===== src/rtl/fpu_pkg.sv =====
// Shared types and IEEE-754 field helpers for the parametrised FPU add/sub datapath.
// Helpers take the word zero-extended to 64 bits plus the field widths, so W is limited to 64.
package fpu_pkg;

  typedef enum logic [2:0] {
    S_IDLE,
    S_UNPACK,
    S_ALIGN,
    S_ADD,
    S_NORM,
    S_ROUND
  } state_t;

  localparam int unsigned FLAG_INVALID   = 3;
  localparam int unsigned FLAG_OVERFLOW  = 2;
  localparam int unsigned FLAG_UNDERFLOW = 1;
  localparam int unsigned FLAG_INEXACT   = 0;

  localparam int unsigned MAX_W = 64;
  typedef logic [MAX_W-1:0] word_t;

  function automatic word_t field_mask(input int unsigned width);
    return (word_t'(1) << width) - word_t'(1);
  endfunction

  function automatic word_t qnan(input int unsigned exp_w, input int unsigned man_w);
    return (field_mask(exp_w) << man_w) | (word_t'(1) << (man_w - 1));
  endfunction

  function automatic logic fp_sign(input word_t w, input int unsigned exp_w, input int unsigned man_w);
    word_t t;
    t = w >> (exp_w + man_w);
    return t[0];
  endfunction

  function automatic word_t fp_exp(input word_t w, input int unsigned exp_w, input int unsigned man_w);
    return (w >> man_w) & field_mask(exp_w);
  endfunction

  function automatic word_t fp_man(input word_t w, input int unsigned man_w);
    return w & field_mask(man_w);
  endfunction

  function automatic logic is_nan(input word_t w, input int unsigned exp_w, input int unsigned man_w);
    return (fp_exp(w, exp_w, man_w) == field_mask(exp_w)) && (fp_man(w, man_w) != '0);
  endfunction

  function automatic logic is_snan(input word_t w, input int unsigned exp_w, input int unsigned man_w);
    word_t t;
    t = w >> (man_w - 1);
    return is_nan(w, exp_w, man_w) && !t[0];
  endfunction

  function automatic logic is_inf(input word_t w, input int unsigned exp_w, input int unsigned man_w);
    return (fp_exp(w, exp_w, man_w) == field_mask(exp_w)) && (fp_man(w, man_w) == '0);
  endfunction

  // Zero exponent covers subnormals too, since they are flushed to zero.
  function automatic logic is_zero(input word_t w, input int unsigned exp_w, input int unsigned man_w);
    return fp_exp(w, exp_w, man_w) == '0;
  endfunction

endpackage


===== src/rtl/fpu_lzc.sv =====
// Combinational leading-zero counter; an all-zero input reports WIDTH.
module fpu_lzc #(
  parameter int unsigned WIDTH = 27
) (
  input  logic [WIDTH-1:0]             in,
  output logic [$clog2(WIDTH+1)-1:0]   count
);
  localparam int unsigned CW = $clog2(WIDTH + 1);

  logic found;

  always_comb begin
    count = CW'(WIDTH);
    found = 1'b0;
    for (int unsigned i = 0; i < WIDTH; i++) begin
      if (!found && in[WIDTH-1-i]) begin
        count = CW'(i);
        found = 1'b1;
      end
    end
  end
endmodule


===== src/rtl/fpu_addsub_unit.sv =====
// Multi-cycle IEEE-754 adder/subtractor with RNE rounding, flush-to-zero and fixed 6-cycle latency.
module fpu_addsub_unit
  import fpu_pkg::*;
#(
  parameter int unsigned EXP_W = 8,
  parameter int unsigned MAN_W = 23
) (
  input  logic                     clk,
  input  logic                     rst_n,
  input  logic                     start,
  input  logic                     op_sub,
  input  logic [EXP_W+MAN_W:0]     a_in,
  input  logic [EXP_W+MAN_W:0]     b_in,
  output logic                     busy,
  output logic                     done,
  output logic [EXP_W+MAN_W:0]     result,
  output logic [3:0]               flags
);
  localparam int unsigned W     = 1 + EXP_W + MAN_W;
  localparam int unsigned SIG_W = MAN_W + 1;
  localparam int unsigned EXT_W = SIG_W + 3;
  localparam int unsigned SUM_W = EXT_W + 1;
  localparam int unsigned LZW   = $clog2(EXT_W + 1);
  localparam int unsigned EW    = ((EXP_W > LZW) ? EXP_W : LZW) + 2;
  localparam logic signed [EW-1:0] EMAX = EW'((1 << EXP_W) - 1);

  state_t state_q, state_d;

  logic [W-1:0]           a_q, b_q;
  logic                   sub_q;
  logic                   byp_r;
  logic [W-1:0]           byp_val_r;
  logic [3:0]             byp_fl_r;
  logic                   x_s_r, eff_sub_r;
  logic [EXP_W-1:0]       x_e_r, diff_r;
  logic [SIG_W-1:0]       x_sig_r, y_sig_r;
  logic [EXT_W-1:0]       x_al_r, y_al_r;
  logic [SUM_W-1:0]       sum_r;
  logic [EXT_W-1:0]       n_sig_r;
  logic signed [EW-1:0]   n_e_r;
  logic                   n_zero_r;

  logic                   a_s, b_s, a_zero, b_zero, a_ge, eff_sub;
  logic [EXP_W-1:0]       a_e, b_e;
  logic [SIG_W-1:0]       a_sig, b_sig;
  logic                   u_byp;
  logic [W-1:0]           u_byp_val;
  logic [3:0]             u_byp_fl;

  always_comb begin
    state_d = state_q;
    case (state_q)
      S_IDLE:   if (start) state_d = S_UNPACK;
      S_UNPACK: state_d = S_ALIGN;
      S_ALIGN:  state_d = S_ADD;
      S_ADD:    state_d = S_NORM;
      S_NORM:   state_d = S_ROUND;
      S_ROUND:  state_d = S_IDLE;
      default:  state_d = S_IDLE;
    endcase
  end

  always_comb busy = (state_q != S_IDLE);

  // Unpack: flush subnormals, fold op_sub into B's sign, order by magnitude, classify specials.
  always_comb begin
    a_s    = fp_sign(word_t'(a_q), EXP_W, MAN_W);
    b_s    = fp_sign(word_t'(b_q), EXP_W, MAN_W) ^ sub_q;
    a_e    = EXP_W'(fp_exp(word_t'(a_q), EXP_W, MAN_W));
    b_e    = EXP_W'(fp_exp(word_t'(b_q), EXP_W, MAN_W));
    a_zero = is_zero(word_t'(a_q), EXP_W, MAN_W);
    b_zero = is_zero(word_t'(b_q), EXP_W, MAN_W);
    a_sig  = a_zero ? '0 : {1'b1, MAN_W'(fp_man(word_t'(a_q), MAN_W))};
    b_sig  = b_zero ? '0 : {1'b1, MAN_W'(fp_man(word_t'(b_q), MAN_W))};
    a_ge   = {a_e, a_sig} >= {b_e, b_sig};
    eff_sub = a_s ^ b_s;

    u_byp     = 1'b0;
    u_byp_val = '0;
    u_byp_fl  = '0;
    if (is_nan(word_t'(a_q), EXP_W, MAN_W) || is_nan(word_t'(b_q), EXP_W, MAN_W)) begin
      u_byp     = 1'b1;
      u_byp_val = W'(qnan(EXP_W, MAN_W));
      u_byp_fl[FLAG_INVALID] = is_snan(word_t'(a_q), EXP_W, MAN_W) || is_snan(word_t'(b_q), EXP_W, MAN_W);
    end else if (is_inf(word_t'(a_q), EXP_W, MAN_W) && is_inf(word_t'(b_q), EXP_W, MAN_W) && eff_sub) begin
      u_byp     = 1'b1;
      u_byp_val = W'(qnan(EXP_W, MAN_W));
      u_byp_fl[FLAG_INVALID] = 1'b1;
    end else if (is_inf(word_t'(a_q), EXP_W, MAN_W)) begin
      u_byp     = 1'b1;
      u_byp_val = {a_s, {EXP_W{1'b1}}, {MAN_W{1'b0}}};
    end else if (is_inf(word_t'(b_q), EXP_W, MAN_W)) begin
      u_byp     = 1'b1;
      u_byp_val = {b_s, {EXP_W{1'b1}}, {MAN_W{1'b0}}};
    end else if (a_zero && b_zero) begin
      u_byp     = 1'b1;
      u_byp_val = {a_s & b_s, {(W-1){1'b0}}};
    end
  end

  logic [EXT_W-1:0] y_ext, y_mask, y_al_d;
  logic             y_lost;

  always_comb begin
    y_ext  = {y_sig_r, 3'b000};
    y_mask = '0;
    y_lost = 1'b0;
    if (32'(diff_r) >= EXT_W) begin
      y_al_d = {{(EXT_W-1){1'b0}}, |y_sig_r};
    end else begin
      y_mask = ~({EXT_W{1'b1}} << diff_r);
      y_lost = |(y_ext & y_mask);
      y_al_d = (y_ext >> diff_r) | {{(EXT_W-1){1'b0}}, y_lost};
    end
  end

  logic [SUM_W-1:0] sum_d;
  always_comb begin
    if (eff_sub_r) sum_d = {1'b0, x_al_r} - {1'b0, y_al_r};
    else           sum_d = {1'b0, x_al_r} + {1'b0, y_al_r};
  end

  logic [LZW-1:0]       lz;
  logic [EXT_W-1:0]     n_sig_d;
  logic signed [EW-1:0] n_e_d;

  fpu_lzc #(.WIDTH(EXT_W)) u_lzc (
    .in    (sum_r[EXT_W-1:0]),
    .count (lz)
  );

  always_comb begin
    if (sum_r[SUM_W-1]) begin
      n_sig_d = sum_r[SUM_W-1:1] | {{(EXT_W-1){1'b0}}, sum_r[0]};
      n_e_d   = EW'(x_e_r) + EW'(1);
    end else begin
      n_sig_d = sum_r[EXT_W-1:0] << lz;
      n_e_d   = EW'(x_e_r) - EW'(lz);
    end
  end

  logic [SIG_W-1:0]     man_sig;
  logic [SIG_W:0]       rnd;
  logic                 g, r, st, inexact;
  logic [MAN_W-1:0]     r_man;
  logic signed [EW-1:0] r_e;
  logic [W-1:0]         r_result;
  logic [3:0]           r_flags;

  always_comb begin
    man_sig = n_sig_r[EXT_W-1:3];
    g       = n_sig_r[2];
    r       = n_sig_r[1];
    st      = n_sig_r[0];
    inexact = g | r | st;
    rnd     = {1'b0, man_sig} + {{SIG_W{1'b0}}, g & (r | st | man_sig[0])};
    r_man   = rnd[SIG_W] ? rnd[SIG_W-1:1] : rnd[MAN_W-1:0];
    r_e     = n_e_r + EW'(rnd[SIG_W]);
    r_result = '0;
    r_flags  = '0;
    if (byp_r) begin
      r_result = byp_val_r;
      r_flags  = byp_fl_r;
    end else if (n_zero_r) begin
      r_result = '0;
    end else if (r_e >= EMAX) begin
      r_result = {x_s_r, {EXP_W{1'b1}}, {MAN_W{1'b0}}};
      r_flags[FLAG_OVERFLOW] = 1'b1;
      r_flags[FLAG_INEXACT]  = 1'b1;
    end else if (r_e <= 0) begin
      r_result = {x_s_r, {(W-1){1'b0}}};
      r_flags[FLAG_UNDERFLOW] = 1'b1;
      r_flags[FLAG_INEXACT]   = 1'b1;
    end else begin
      r_result = {x_s_r, r_e[EXP_W-1:0], r_man};
      r_flags[FLAG_INEXACT] = inexact;
    end
  end

  always_ff @(posedge clk) begin
    if (!rst_n) begin
      state_q   <= S_IDLE;
      a_q       <= '0;
      b_q       <= '0;
      sub_q     <= 1'b0;
      byp_r     <= 1'b0;
      byp_val_r <= '0;
      byp_fl_r  <= '0;
      x_s_r     <= 1'b0;
      eff_sub_r <= 1'b0;
      x_e_r     <= '0;
      diff_r    <= '0;
      x_sig_r   <= '0;
      y_sig_r   <= '0;
      x_al_r    <= '0;
      y_al_r    <= '0;
      sum_r     <= '0;
      n_sig_r   <= '0;
      n_e_r     <= '0;
      n_zero_r  <= 1'b0;
      result    <= '0;
      flags     <= '0;
      done      <= 1'b0;
    end else begin
      state_q <= state_d;
      done    <= 1'b0;
      case (state_q)
        S_IDLE: if (start) begin
          a_q   <= a_in;
          b_q   <= b_in;
          sub_q <= op_sub;
        end
        S_UNPACK: begin
          byp_r     <= u_byp;
          byp_val_r <= u_byp_val;
          byp_fl_r  <= u_byp_fl;
          eff_sub_r <= eff_sub;
          x_s_r     <= a_ge ? a_s : b_s;
          x_e_r     <= a_ge ? a_e : b_e;
          diff_r    <= a_ge ? (a_e - b_e) : (b_e - a_e);
          x_sig_r   <= a_ge ? a_sig : b_sig;
          y_sig_r   <= a_ge ? b_sig : a_sig;
        end
        S_ALIGN: begin
          x_al_r <= {x_sig_r, 3'b000};
          y_al_r <= y_al_d;
        end
        S_ADD: sum_r <= sum_d;
        S_NORM: begin
          n_sig_r  <= n_sig_d;
          n_e_r    <= n_e_d;
          n_zero_r <= (sum_r == '0);
        end
        S_ROUND: begin
          result <= r_result;
          flags  <= r_flags;
          done   <= 1'b1;
        end
        default: ;
      endcase
    end
  end
endmodule

===== config.mk =====
export PLATFORM = sky130hd
export DESIGN_NAME = fpu_addsub_unit
export DESIGN_NICKNAME = d
export VERILOG_FILES = /design/src/rtl/fpu_pkg.sv /design/src/rtl/fpu_lzc.sv /design/src/rtl/fpu_addsub_unit.sv
export SDC_FILE = /design/constraint.sdc
export NUM_CORES = 1
export LEC_CHECK = 0
export CORE_MARGIN = 2
export CORE_UTILIZATION = 50
export CTS_BUF_LIST = sky130_fd_sc_hd__clkbuf_8
export CTS_CLUSTER_SIZE = 25
export DETAILED_ROUTE_END_ITERATION = 8
export DONT_BUFFER_PORTS = 1
export GPL_TIMING_DRIVEN = 0
export PLACE_DENSITY_LB_ADDON = 0.1
export SLEW_MARGIN = 20
export SYNTH_ARGS = -nofsm -noshare
export SYNTH_HDL_FRONTEND = slang
export SYNTH_HIERARCHICAL = 1
export SYNTH_SLANG_ARGS = --single-unit

===== constraint.sdc =====
create_clock -name clk -period 10.2 [get_ports clk]
set_input_delay 2.04 -clock clk [delete_from_list [all_inputs] [get_ports clk]]
set_output_delay 2.04 -clock clk [all_outputs]
set_load 0.02 [all_outputs]

# [Yosys cells after proc, flatten, opt, wreduce, memory -nomap -nowiden]
# Index checks and enable logic that the tools add are counted.
[classes] addsub=8 order_cmp=4 n_eq_ne=8 shifts=3 mux=92 bitwise=12 n_reduce_logical=77
[op_table] op="zero test 64 bit" n=4
[op_table] op="2-to-1 mux 32 bit" n=7
[op_table] op="2-to-1 mux 5 bit" n=27
[op_table] op="nonzero test 64 bit" n=2
[op_table] op="2-to-1 mux 24 bit" n=4
[op_table] op="2-to-1 mux 31 bit" n=2
[op_table] op="2-to-1 mux 27 bit" n=2
[op_table] op="bitwise OR 27 x 1 -> 27 bit" n=2
[op_table] op="2-to-1 mux 1 bit" n=41
[op_table] op="logical AND 1 bit" n=35
[op_table] op=">= comparator 32 bit" n=1
[op_table] op="adder 27 x 27 -> 28 bit" n=1
[op_table] op="zero test 1 bit" n=28
[op_table] op="zero test 28 bit" n=1
[op_table] op="2-to-1 mux 28 bit" n=1
[op_table] op="subtractor 27 x 27 -> 28 bit" n=1
[op_table] op="AND 27 bit" n=1
[op_table] op="NOT 27 bit" n=1
[op_table] op="OR reduction 27 bit" n=1
[op_table] op="left shift 27 x 5 -> 27 bit" n=1
[op_table] op="left shift 27 x 8 -> 27 bit, first input constant" n=1
[op_table] op=">> shifter 27 x 8 -> 27 bit" n=1
[op_table] op="adder 24 x 1 -> 25 bit" n=1
[op_table] op="OR reduction 24 bit" n=1
[op_table] op="24 further kinds" n=37
[word_totals] ff_bits=322 word_cells=226

# [Longest topological paths before layout]
# Gate-level depths: netlist (run 1).
[logic_depth] ltp_word=81 depth_mapped=19 ltp_nobuf=18

# [Cells and area by module]
# The synthesis (run 1) kept the hierarchy.
[modules_own_cells] module="fpu_addsub_unit" instances=1 cells_per_inst=2558 area_each_um2=18999.5 seq_area_each_um2=5865.6
[modules_own_cells] module="fpu_lzc" instances=1 cells_per_inst=51 area_each_um2=287.8 seq_area_each_um2=0.0

# [Worst setup path after synthesis (run 1)]
# OpenSTA, ideal clock, no wires.
[synth_timing] kind="register -> register" start="reg sum_r[25]" end="reg n_e_r[6]" t_arrival_ns=3.653 required_ns=10.072 path_slack_ns=6.419 path_stages_with_launch=19 path_buffers=2 synth_period_minus_slack_ns=3.781 path_cell_list="dfxtp_1 > or4_4 > nor3_4 > nand4_2 > nor3_1 > a211o_1 > clkbuf_1 > clkinv_1 > clkbuf_1 > ha_1 > nor2b_1 > o21ai_0 > nand2b_1 > a211o_1 > o21ai_0 > xnor2_1 > nor2_1 > a21oi_1 > nor2_1"
[synth_via] elab_chain_len=79 elab_cells_between_ends=104
[synth_rtl] item="start: declaration" line_no="fpu_addsub_unit.sv:38" rtl="logic [SUM_W-1:0] sum_r;"
[synth_rtl] item="start signal: assignment" line_no="fpu_addsub_unit.sv:228" rtl="S_ADD: sum_r <= sum_d;"
[synth_rtl] item="logical AND 1 bit (*)" line_no="fpu_lzc.sv:16" rtl="if (!found && in[WIDTH-1-i]) begin"
[synth_rtl] item="2-to-1 mux 1 bit" line_no="fpu_lzc.sv:16"
[synth_rtl] item="zero test 1 bit" line_no="fpu_lzc.sv:16"
[synth_rtl] item="logical AND 1 bit" line_no="fpu_lzc.sv:16"
[synth_rtl] item="2-to-1 mux 1 bit" line_no="fpu_lzc.sv:16"
[synth_rtl] item="zero test 1 bit" line_no="fpu_lzc.sv:16"
[synth_rtl] item="logical AND 1 bit" line_no="fpu_lzc.sv:16"
[synth_rtl] item="2-to-1 mux 1 bit" line_no="fpu_lzc.sv:16"
[synth_rtl] item="[64 not listed]"
[synth_rtl] item="logical AND 1 bit" line_no="fpu_lzc.sv:16"
[synth_rtl] item="2-to-1 mux 1 bit" line_no="fpu_lzc.sv:16"
[synth_rtl] item="zero test 1 bit" line_no="fpu_lzc.sv:16"
[synth_rtl] item="logical AND 1 bit" line_no="fpu_lzc.sv:16"
[synth_rtl] item="2-to-1 mux 5 bit (*)" line_no="fpu_lzc.sv:16"
[synth_rtl] item="named net lz[2]" line_no="fpu_addsub_unit.sv:123" rtl="logic [LZW-1:0] lz;"
[synth_rtl] item="subtractor 8 x 5 -> 9 bit (*)" line_no="fpu_addsub_unit.sv:138" rtl="n_e_d = EW'(x_e_r) - EW'(lz);"
[synth_rtl] item="2-to-1 mux 10 bit (*)" line_no="fpu_addsub_unit.sv:133" rtl="if (sum_r[SUM_W-1]) begin"
[synth_rtl] item="end signal: assignment" line_no="fpu_addsub_unit.sv:231" rtl="n_e_r <= n_e_d;"
[synth_rtl] item="end: declaration" line_no="fpu_addsub_unit.sv:40" rtl="logic signed [EW-1:0] n_e_r;"
# The timed path passes the listed nets; every way through them passes the cells marked *.
# A chain may end at the register's enable or synchronous reset.

# [Final worst setup path (run 1)]
[layout_timing] start="reg b_q[24]" end="reg y_sig_r[16]"
[layout_via] elab_chain_len=4
[layout_rtl] item="start: declaration" line_no="fpu_addsub_unit.sv:29" rtl="logic [W-1:0] a_q, b_q;"
[layout_rtl] item="start signal: assignment" line_no="fpu_addsub_unit.sv:210" rtl="b_q <= b_in;"
[layout_rtl] item="zero test 64 bit" line_no="fpu_pkg.sv:60" rtl="return fp_exp(w, exp_w, man_w) == '0;"
[layout_rtl] item="2-to-1 mux 24 bit" line_no="fpu_addsub_unit.sv:74" rtl="b_sig = b_zero ? '0 : {1'b1, MAN_W'(fp_man(word_t'(b_q), MAN_W))};"
[layout_rtl] item=">= comparator 32 bit" line_no="fpu_addsub_unit.sv:75" rtl="a_ge = {a_e, a_sig} >= {b_e, b_sig};"
[layout_rtl] item="2-to-1 mux 24 bit (*)" line_no="fpu_addsub_unit.sv:222" rtl="y_sig_r <= a_ge ? b_sig : a_sig;"
[layout_rtl] item="end signal: assignment" line_no="fpu_addsub_unit.sv:222"
[layout_rtl] item="end: declaration" line_no="fpu_addsub_unit.sv:36" rtl="logic [SIG_W-1:0] x_sig_r, y_sig_r;"
# Mark *: on every way between the ends. The rest lies on a longest branch, timed or not.

==> impl_metrics.tcl, run 1 <==
set metrics [dict create \
    cts_buffer_depth 3 \
    cts_hold_buf 0 \
    crit_required_ps 10700 \
    ctsResizeCount 0 \
    outcome "finished clean" \
    finalPower_mw 3.71 \
    seqCellArea_um2 5870 \
    wl_met1_um 30900 \
    final_cells 3210 \
    dr_wl_met3_um 5150 \
    path_clk_slew_ps 70 \
    cts_tree "done" \
    ant_nets 0 \
    syn-instance-count 2609 \
    worst_path_max_delay_cell "a211oi_1" \
    skew_ps 43.0 \
    die_w_um 200 \
    slowest_delay_ps 640 \
    placedCellCount 3120 \
    ys_ff_latch 293 \
    cp_max_fo 10 \
    async_reset_ff_share_pct 0 \
    finalCriticalPeriod_ps 5410 \
    grt_pass1_vias 18600 \
    synth_edf_count 0 \
    core_area_um2 37800 \
    vias_per_cell 6.26 \
    drcViolationCount 0 \
    fin_crit_sh_pct 53.1 \
    wl_um 71300 \
    arrival_ps 5910 \
    holdWs_ps 452 \
    total_leakage_power_nw 7.87 \
    nets 2833 \
    final_util_pct 55.2 \
    cap_violations 0 \
    via_count 20100 \
    synth_area_um2 19300 \
    ios 106 \
    critPathBufInv 4 \
    clock-sinks 293 \
    yosysSeqAreaShare_pct 30.4 \
    grt_antenna_before_repair 0 \
    synth_flop_cell "dfxtp_1" \
    ys.warnings.count 6 \
    grt_pass1_wl_um 110000 \
    peakVddDrop_mv 0.138 \
    cp-start-kind "register" \
    tns_ps 0 \
    final_hold_viol_count 0 \
    finalSetupViolCount 0 \
    worstSetupPathType "register to register" \
    gp_congestion 0.978 \
    hold_class "register to register" \
    globalRouteTotalUtil_pct 34.6 \
    endpoint_kind "register" \
    met2_wirelength_um 32200 \
    syn_nets 2780 \
    crit_family "compound AO/OA/AOI/OAI gates" \
    dpl.hpwl_um 55600 \
    slew_violations 0 \
    routedWlPerCell_um 22.2 \
    synth.distinct_cells 86 \
    portBuffers 0 \
    gr-total-overflow 0 \
    avgSynthCellArea_um2 7.39 \
    hold_start "x_sig_r[16]" \
    grt_max_degree 15 \
    nFillCells 3802 \
    rsz0062_at_grt "no" \
    clock_latency_ps 650 \
    diodes 0 \
    htree_levels 2 \
    p_per_area_nw_per_um2 178 \
    start_util_pct 51.0 \
    drtIter0Drc 1731 \
    fmax_mhz 185 \
    cts_root_buffer "clkbuf_8" \
    numCtsBuffers 51 \
    crit_chain "nor4_1 > nand2_1 > clkbuf_1 > buf_1 > nand2_1 > ha_1 > a2111oi_0 > nand4b_1 > a31oi_1 > o21ai_0 > o2bb2ai_1 > buf_2 > clkbuf_1 > nor2_1 > a211oi_1 > nor3_1" \
    multi_input_area_um2 12300 \
    std_cell_rows 71 \
    r2r_start "b_q[24]" \
    fp.dieH_um 200 \
    relSlewSlack_pct 27.3 \
    post_cts_buffers 0 \
    maxUsedRoutingLayer "met4" \
    die_area_um2 40200 \
    drive_above_1_share_pct 5.34 \
    tightest_slew_ps 1090 \
    dr.pass1.iters 6 \
    crit_start "b_q[24]" \
    syn2layout_area_growth_pct 8.34 \
]
==> tightest hold or removal path: stages, from the launching register on <==
cell and delay (ps):
dfxtp_1 310, nand2_1 50, a21oi_1 50
==> kinds of logic after synthesis <==
group,count (synthesis),synth area share [%]
DFF,293,30.4
AOI/OAI and AO/OA,700,23.2
buffers and inverters,295,5.88
adders and majority gates,103,6.84
muxes,93,6.04
xor gates and xnor gates,58,2.63
and+or+nand+nor,1067,25.0
==> worst paths after layout <==
kind	end	slack, ps	depth (start not counted)
min	x_al_r[19]	450	2
max	y_sig_r[16]	4790	16
max reg2reg	y_sig_r[16]	4790	16
min reg2reg	x_al_r[19]	450	2
==> state kept, by name, indices dropped and copies added (netlist names), 8 cells and up <==
register and flops:
a_q 32, b_q 32, result 32, sum_r 28, n_sig_r 27, y_al_r 27, x_al_r 24, x_sig_r 24
y_sig_r 24, n_e_r 10, diff_r 8, x_e_r 8
==> cell usage after synthesis (5+ instances only) <==
cell type	number	area (µm²)
dfxtp_1	293	5870
xnor2_1	32	280
nor2_1	274	1030
a311oi_1	29	254
buf_2	16	80.1
o21ai_0	137	686
o31ai_1	13	97.6
a21o_1	15	113
or3_1	6	37.5
a21oi_1	245	1230
nand4_1	27	169
o22ai_1	11	68.8
nand2_1	416	1560
nand3_1	59	295
nor2b_1	38	238
mux4_2	17	383
a22oi_1	13	97.6
o211ai_1	25	188
nor3_1	109	546
mux2i_1	59	591
clkbuf_1	150	563
and2_1	36	225
xor2_1	26	228
and3_1	23	144
o21bai_1	17	128
a211o_1	6	52.6
buf_1	22	82.6
a211oi_1	73	548
a2111oi_0	5	43.8
a221oi_1	28	245
a31oi_1	18	113
inv_1	102	383
nand2b_1	13	81.3
nor4_1	34	213
a32oi_1	8	70.1
mux2_2	17	191
ha_1	99	1240
==> area by class of cell <==
type | count | area share [%]
plain buffers | 190 | 3.54
clock buffers | 57 | 3.75
clock inverters | 33 | 0.880
inverters | 105 | 1.89
multi-input cells | 2021 | 58.8
flip-flops and latches | 293 | 28.1
well taps | 511 | 3.06
==> per-stage QoR <==
step | setup WS [ps] | instance area (µm²)
detailed placement | 5040 | 19900
global route | 4530 | 20900
global placement | 5010 | 19900
floorplan | 6420 | 19300
CTS | 4990 | 20900
finish | 4790 | 20900
==> cells in the final DEF (no fill, tap or decap), drive strengths merged, types with 6 or more instances in the layout <==
cell and n:
nand2 416, dfxtp 293, nor2 274, a21oi 245
clkbuf 207, o21ai 138, inv 123, nor3 110
ha 99, a211oi 73, nand3 59, mux2i 59
buf 40, nor2b 38, and2 36, nor4 35
xnor2 32, a311oi 29, a221oi 28, nand4 28
xor2 26, o211ai 25, and3 24, a31oi 18
o21bai 17, mux2 17, mux4 17, a21o 15
o31ai 13, a22oi 13, nand2b 13, o22ai 12
clkinv 12, a2111oi 9, a32oi 8, or3 6
a211o 6
==> where the power goes <==
part	total, mW	internal, mW	switching [mW]
sequential	1.31	1.22	0.0969
combinational	1.34	0.438	0.906
clock	1.05	0.539	0.515
==> per-layer routing <==
metal	vias up	track usage, %
met5	-	0
met4	0	14.9
met3	165	4.30
met1	9639	46.7
met2	866	55.8
li1	9419	-
No activity file was read; power rests on OpenSTA's default activity.
==> run 2, diff against run 1 <==
==> constraint.sdc (replaced) <==
create_clock -name clk -period 4.4 [get_ports clk]
set_input_delay 0.88 -clock clk [delete_from_list [all_inputs] [get_ports clk]]
set_output_delay 0.88 -clock clk [all_outputs]
set_load 0.02 [all_outputs]
==> run 2 against run 1 <==
  * Sequential share of layout area shrank 0.31 points
  * Routed wire length grew 0.26%
  * Setup slack lost 4600 ps
  * Cell count grew 0.12%
  * Highest routed layer unchanged
==> impl_metrics.tcl, run 2 (same netlist as run 1, synthesis figures left out) <==
set metrics [dict create \
    final_hold_viol_count 0 \
    globalRouteTotalUtil_pct 34.6 \
    holdWs_ps 360 \
    die_w_um 200 \
    final_common_cell "nand2_1" \
    fp.dieH_um 200 \
    final_util_pct 55.9 \
    total_leakage_power_nw 7.95 \
    cp_max_fo 10 \
    outcome "finished clean" \
    slew_violations 0 \
    cap_violations 0 \
    mostFrequentLayoutCells "416 x nand2_1, 291 x dfxtp_1, 272 x nor2_1, 244 x a21oi_1, 139 x clkbuf_1" \
    numCtsBuffers 51 \
    cp-start-kind "register" \
    placedCellCount 3120 \
    crit_required_ps 4910 \
    grt_pass1_wl_um 110000 \
    arrival_ps 4710 \
    worstSetupPathType "register to register" \
    via_count 20000 \
    routedWlPerCell_um 22.2 \
    finalCriticalPeriod_ps 4200 \
    drive_above_1_share_pct 7.18 \
    dr.pass1.iters 6 \
    fin_crit_sh_pct 95.4 \
    die_area_um2 40200 \
    ant_nets 0 \
    skew_ps 42.5 \
    grt_max_degree 15 \
    ios 106 \
    path_clk_slew_ps 60 \
    top_regs "a_q x32, b_q x32, result x32" \
    setup_slack_ps 200 \
    cts_hold_buf 0 \
    peakVddDrop_mv 0.320 \
    cts_root_buffer "clkbuf_8" \
    core_area_um2 37800 \
    htree_levels 2 \
    endpoint_kind "register" \
    cts_buffer_depth 3 \
    finalSetupViolCount 0 \
    finalPower_mw 8.73 \
    fmax_mhz 238 \
    clock-sinks 293 \
    drtIter0Drc 1824 \
    tns_ps 0 \
    portBuffers 0 \
    dp_slack_ps -756 \
    cts_tree "done" \
    wl_um 71500 \
    grt_pass1_vias 18700 \
    std_cell_rows 71 \
    syn2layout_area_growth_pct 9.59 \
    finalInstanceArea_um2 21100 \
    p_per_area_nw_per_um2 413 \
    drcViolationCount 0 \
    nets 2836 \
    dpl.hpwl_um 55600 \
    gr-total-overflow 0 \
    place_area_um2 19900 \
    hold_class "primary input to register" \
    grt_antenna_before_repair 1 \
    final_cells 3214 \
    tightest_slew_ps 1210 \
    clock_latency_ps 660 \
    vias_per_cell 6.22 \
    start_util_pct 51.0 \
    gp_congestion 0.978 \
    relSlewSlack_pct 18.8 \
]
## run 2: worst paths after layout
check               from     endpoint  slack (ps)  cells past startpoint
max              a_q[23]  y_sig_r[19]         200                     16
min             b_in[22]      b_q[22]         360                      2
min reg2reg  x_sig_r[16]   x_al_r[19]         450                      2
max reg2reg      a_q[23]  y_sig_r[19]         200                     16
## run 2: where the power goes
part	total (mW)	internal, mW	switching [mW]
Sequential	3.05	2.82	0.224
Combinational	3.23	1.08	2.15
Clock	2.45	1.25	1.20
Total	8.73	5.15	3.58
## run 2: repair_timing
item                       CTS  global route
pin swaps                    0             4
gates resized for setup     20            52
setup endpoints to repair   88           105
buffers inserted             0             4
## run 2: critical path, stage by stage (launching register included)
cell,delay (ps)
dfxtp_1,380
nor4_2,280
nand2_1,200
clkbuf_1,220
and2_1,260
ha_1,320
nand2_1,110
nor4_2,360
nand4b_1,170
a31oi_2,280
o21ai_2,140
o2bb2ai_4,210
buf_4,220
buf_4,190
clkbuf_4,240
a211oi_2,410
nor3_1,80
## run 2: cell type report
type	count	area, µm²
clock inverter	33	184
sequential	293	5870
inverter	105	395
clock buffer	57	785
tap	511	639
fill	3792	16700
multi-input combinational	2021	12500
timing repair buffer	4	30.0
buffer	189	762
antenna	1	2.50
## run 2: layer usage
metal,vias up,share of wire [%],GRT usage (%)
li1,9425,-,-
met1,9536,43,46.7
met2,858,45,55.7
met3,166,7.2,4.33
met4,0,4.1,15.1
met5,-,0,0
==> run 3, diff against run 2 <==
--- a/config.mk
+++ b/config.mk
@@ -12,7 +12,7 @@
 export DETAILED_ROUTE_END_ITERATION = 8
 export DONT_BUFFER_PORTS = 1
 export GPL_TIMING_DRIVEN = 0
-export PLACE_DENSITY_LB_ADDON = 0.1
+export PLACE_DENSITY = 0.68
 export SLEW_MARGIN = 20
 export SYNTH_ARGS = -nofsm -noshare
 export SYNTH_HDL_FRONTEND = slang
==> run 3 against run 2 <==
  * Combinational power decreased by 2%
  * Hold slack got worse by 6.5 ps
  * Sequential cell count unchanged
  * First-iteration DRC count decreased by 8.0%
  * Highest routed layer unchanged
  * Clock-buffer cell count increased by 9
  * Critical endpoint is now diff_r[4]
==> impl_metrics.tcl, run 3 (same netlist as run 1, synthesis figures left out) <==
set metrics [dict create \
    outcome "finished clean" \
    clock-sinks 293 \
    routedWlPerCell_um 21.8 \
    total_leakage_power_nw 8.02 \
    gr-total-overflow 0 \
    place_area_um2 19900 \
    peakVddDrop_mv 0.305 \
    final_util_pct 56.3 \
    std_cell_rows 71 \
    drive_above_1_share_pct 6.95 \
    worstSetupPathType "register to register" \
    drcViolationCount 0 \
    relSlewSlack_pct 31.8 \
    top_regs "a_q x32, b_q x32, result x32" \
    clock_latency_ps 660 \
    multi_input_area_um2 12400 \
    nets 2836 \
    diodes 0 \
    cap_violations 0 \
    p_per_area_nw_per_um2 433 \
    ant_nets 0 \
    globalRouteTotalUtil_pct 33.9 \
    cp_max_fo 10 \
    fp.dieH_um 200 \
    cts_tree "done" \
    setup_slack_ps 145 \
    slew_violations 0 \
    cp-start-kind "register" \
    gp_congestion 0.981 \
    final_cells 3216 \
    vias_per_cell 6.16 \
    core_area_um2 37800 \
    grt_pass1_vias 18800 \
    tightest_slew_ps 1020 \
    placedCellCount 3120 \
    finalInstanceArea_um2 21300 \
    grt_antenna_before_repair 0 \
    fmax_mhz 235 \
    tns_ps 0 \
    dr.pass1.iters 6 \
    cts_hold_buf 0 \
    cts_buffer_depth 3 \
    syn2layout_area_growth_pct 10.5 \
    mostFrequentLayoutCells "416 x nand2_1, 292 x dfxtp_1, 273 x nor2_1, 244 x a21oi_1, 141 x clkbuf_1" \
    die_area_um2 40200 \
    seqCellArea_um2 5870 \
    finalPower_mw 9.22 \
    final_hold_viol_count 0 \
    cts_root_buffer "clkbuf_8" \
    arrival_ps 4770 \
    via_count 19800 \
    ios 106 \
    dp_slack_ps -818 \
    finalCriticalPeriod_ps 4260 \
    wl_um 70100 \
    dpl.hpwl_um 54800 \
    finalSetupViolCount 0 \
    portBuffers 0 \
    crit_required_ps 4920 \
    drtIter0Drc 1678 \
    skew_ps 25.7 \
    hold_class "primary input to register" \
    numCtsBuffers 52 \
    holdWs_ps 353 \
    grt_pass1_wl_um 108000 \
    htree_levels 2 \
    grt_max_degree 15 \
    path_clk_slew_ps 60 \
    start_util_pct 51.0 \
    final_common_cell "nand2_1" \
    nFillCells 3762 \
    fin_crit_sh_pct 96.7 \
    die_w_um 200 \
    endpoint_kind "register" \
]
run 3: cell types whose count changed in the layout (fill, tap and decap cells not counted), moves of 3 or more:
cell	previous run	this run
inv_1	120	113
buf_2	18	15
a211oi_2	6	3
clkbuf_8	57	66
a211oi_4	3	0
clkinv_2	10	5
a211oi_1	64	70
bufinv_16	1	7
run 3: routing by layer:
layer,global-route usage [%],part of all wire (%),vias to the layer above
met2,56.5,46,849
met1,44.6,43,9362
met4,13.4,3.8,0
met3,4.49,7.1,161
met5,0,0,-
li1,-,-,9452
run 3: layout make-up:
cell class / instances / area share (%)
Buffer: 189 / 3.58
Multi-Input combinational cell: 2021 / 58.2
Timing Repair Buffer: 3 / 0.106
Inverter: 105 / 1.87
Clock buffer: 66 / 4.26
Tap cell: 511 / 3.00
Clock inverter: 28 / 1.50
Sequential cell: 293 / 27.5
run 3: worst paths after layout:
| path | start | to | slack (ps) | cells past startpoint |
|---|---|---|---|---|
| max | b_q[28] | diff_r[4] | 140 | 16 |
| min | b_in[14] | b_q[14] | 350 | 2 |
| max reg2reg | b_q[28] | diff_r[4] | 140 | 16 |
| min reg2reg | x_sig_r[23] | x_sig_r[23] | 460 | 2 |
run 3: timing repair:
action / in CTS / in global routing
pin swaps: 0 / 2
gates resized for setup: 19 / 30
buffers inserted: 0 / 3
setup endpoints to repair: 90 / 101
run 3: power by group:
group | internal [mW] | total (mW) | switching [mW] | leakage [nW]
logic | 1.06 | 3.17 | 2.11 | 4.97
registers | 2.82 | 3.06 | 0.236 | 2.38
clock network | 1.77 | 2.99 | 1.22 | 0.674
run 3: worst max-delay path: stages, from the launching register on:
cell and delay, ps:
dfxtp_1 370, nor4_1 300, nand2_1 190, clkbuf_2 260, and2_1 240, ha_1 270
nand2b_1 170, a2111oi_1 380, nand4b_1 220, a31oi_2 150, o21ai_2 270, o2bb2ai_2 260
buf_4 260, buf_4 210, mux2i_1 230, xnor2_1 220, a21oi_1 120
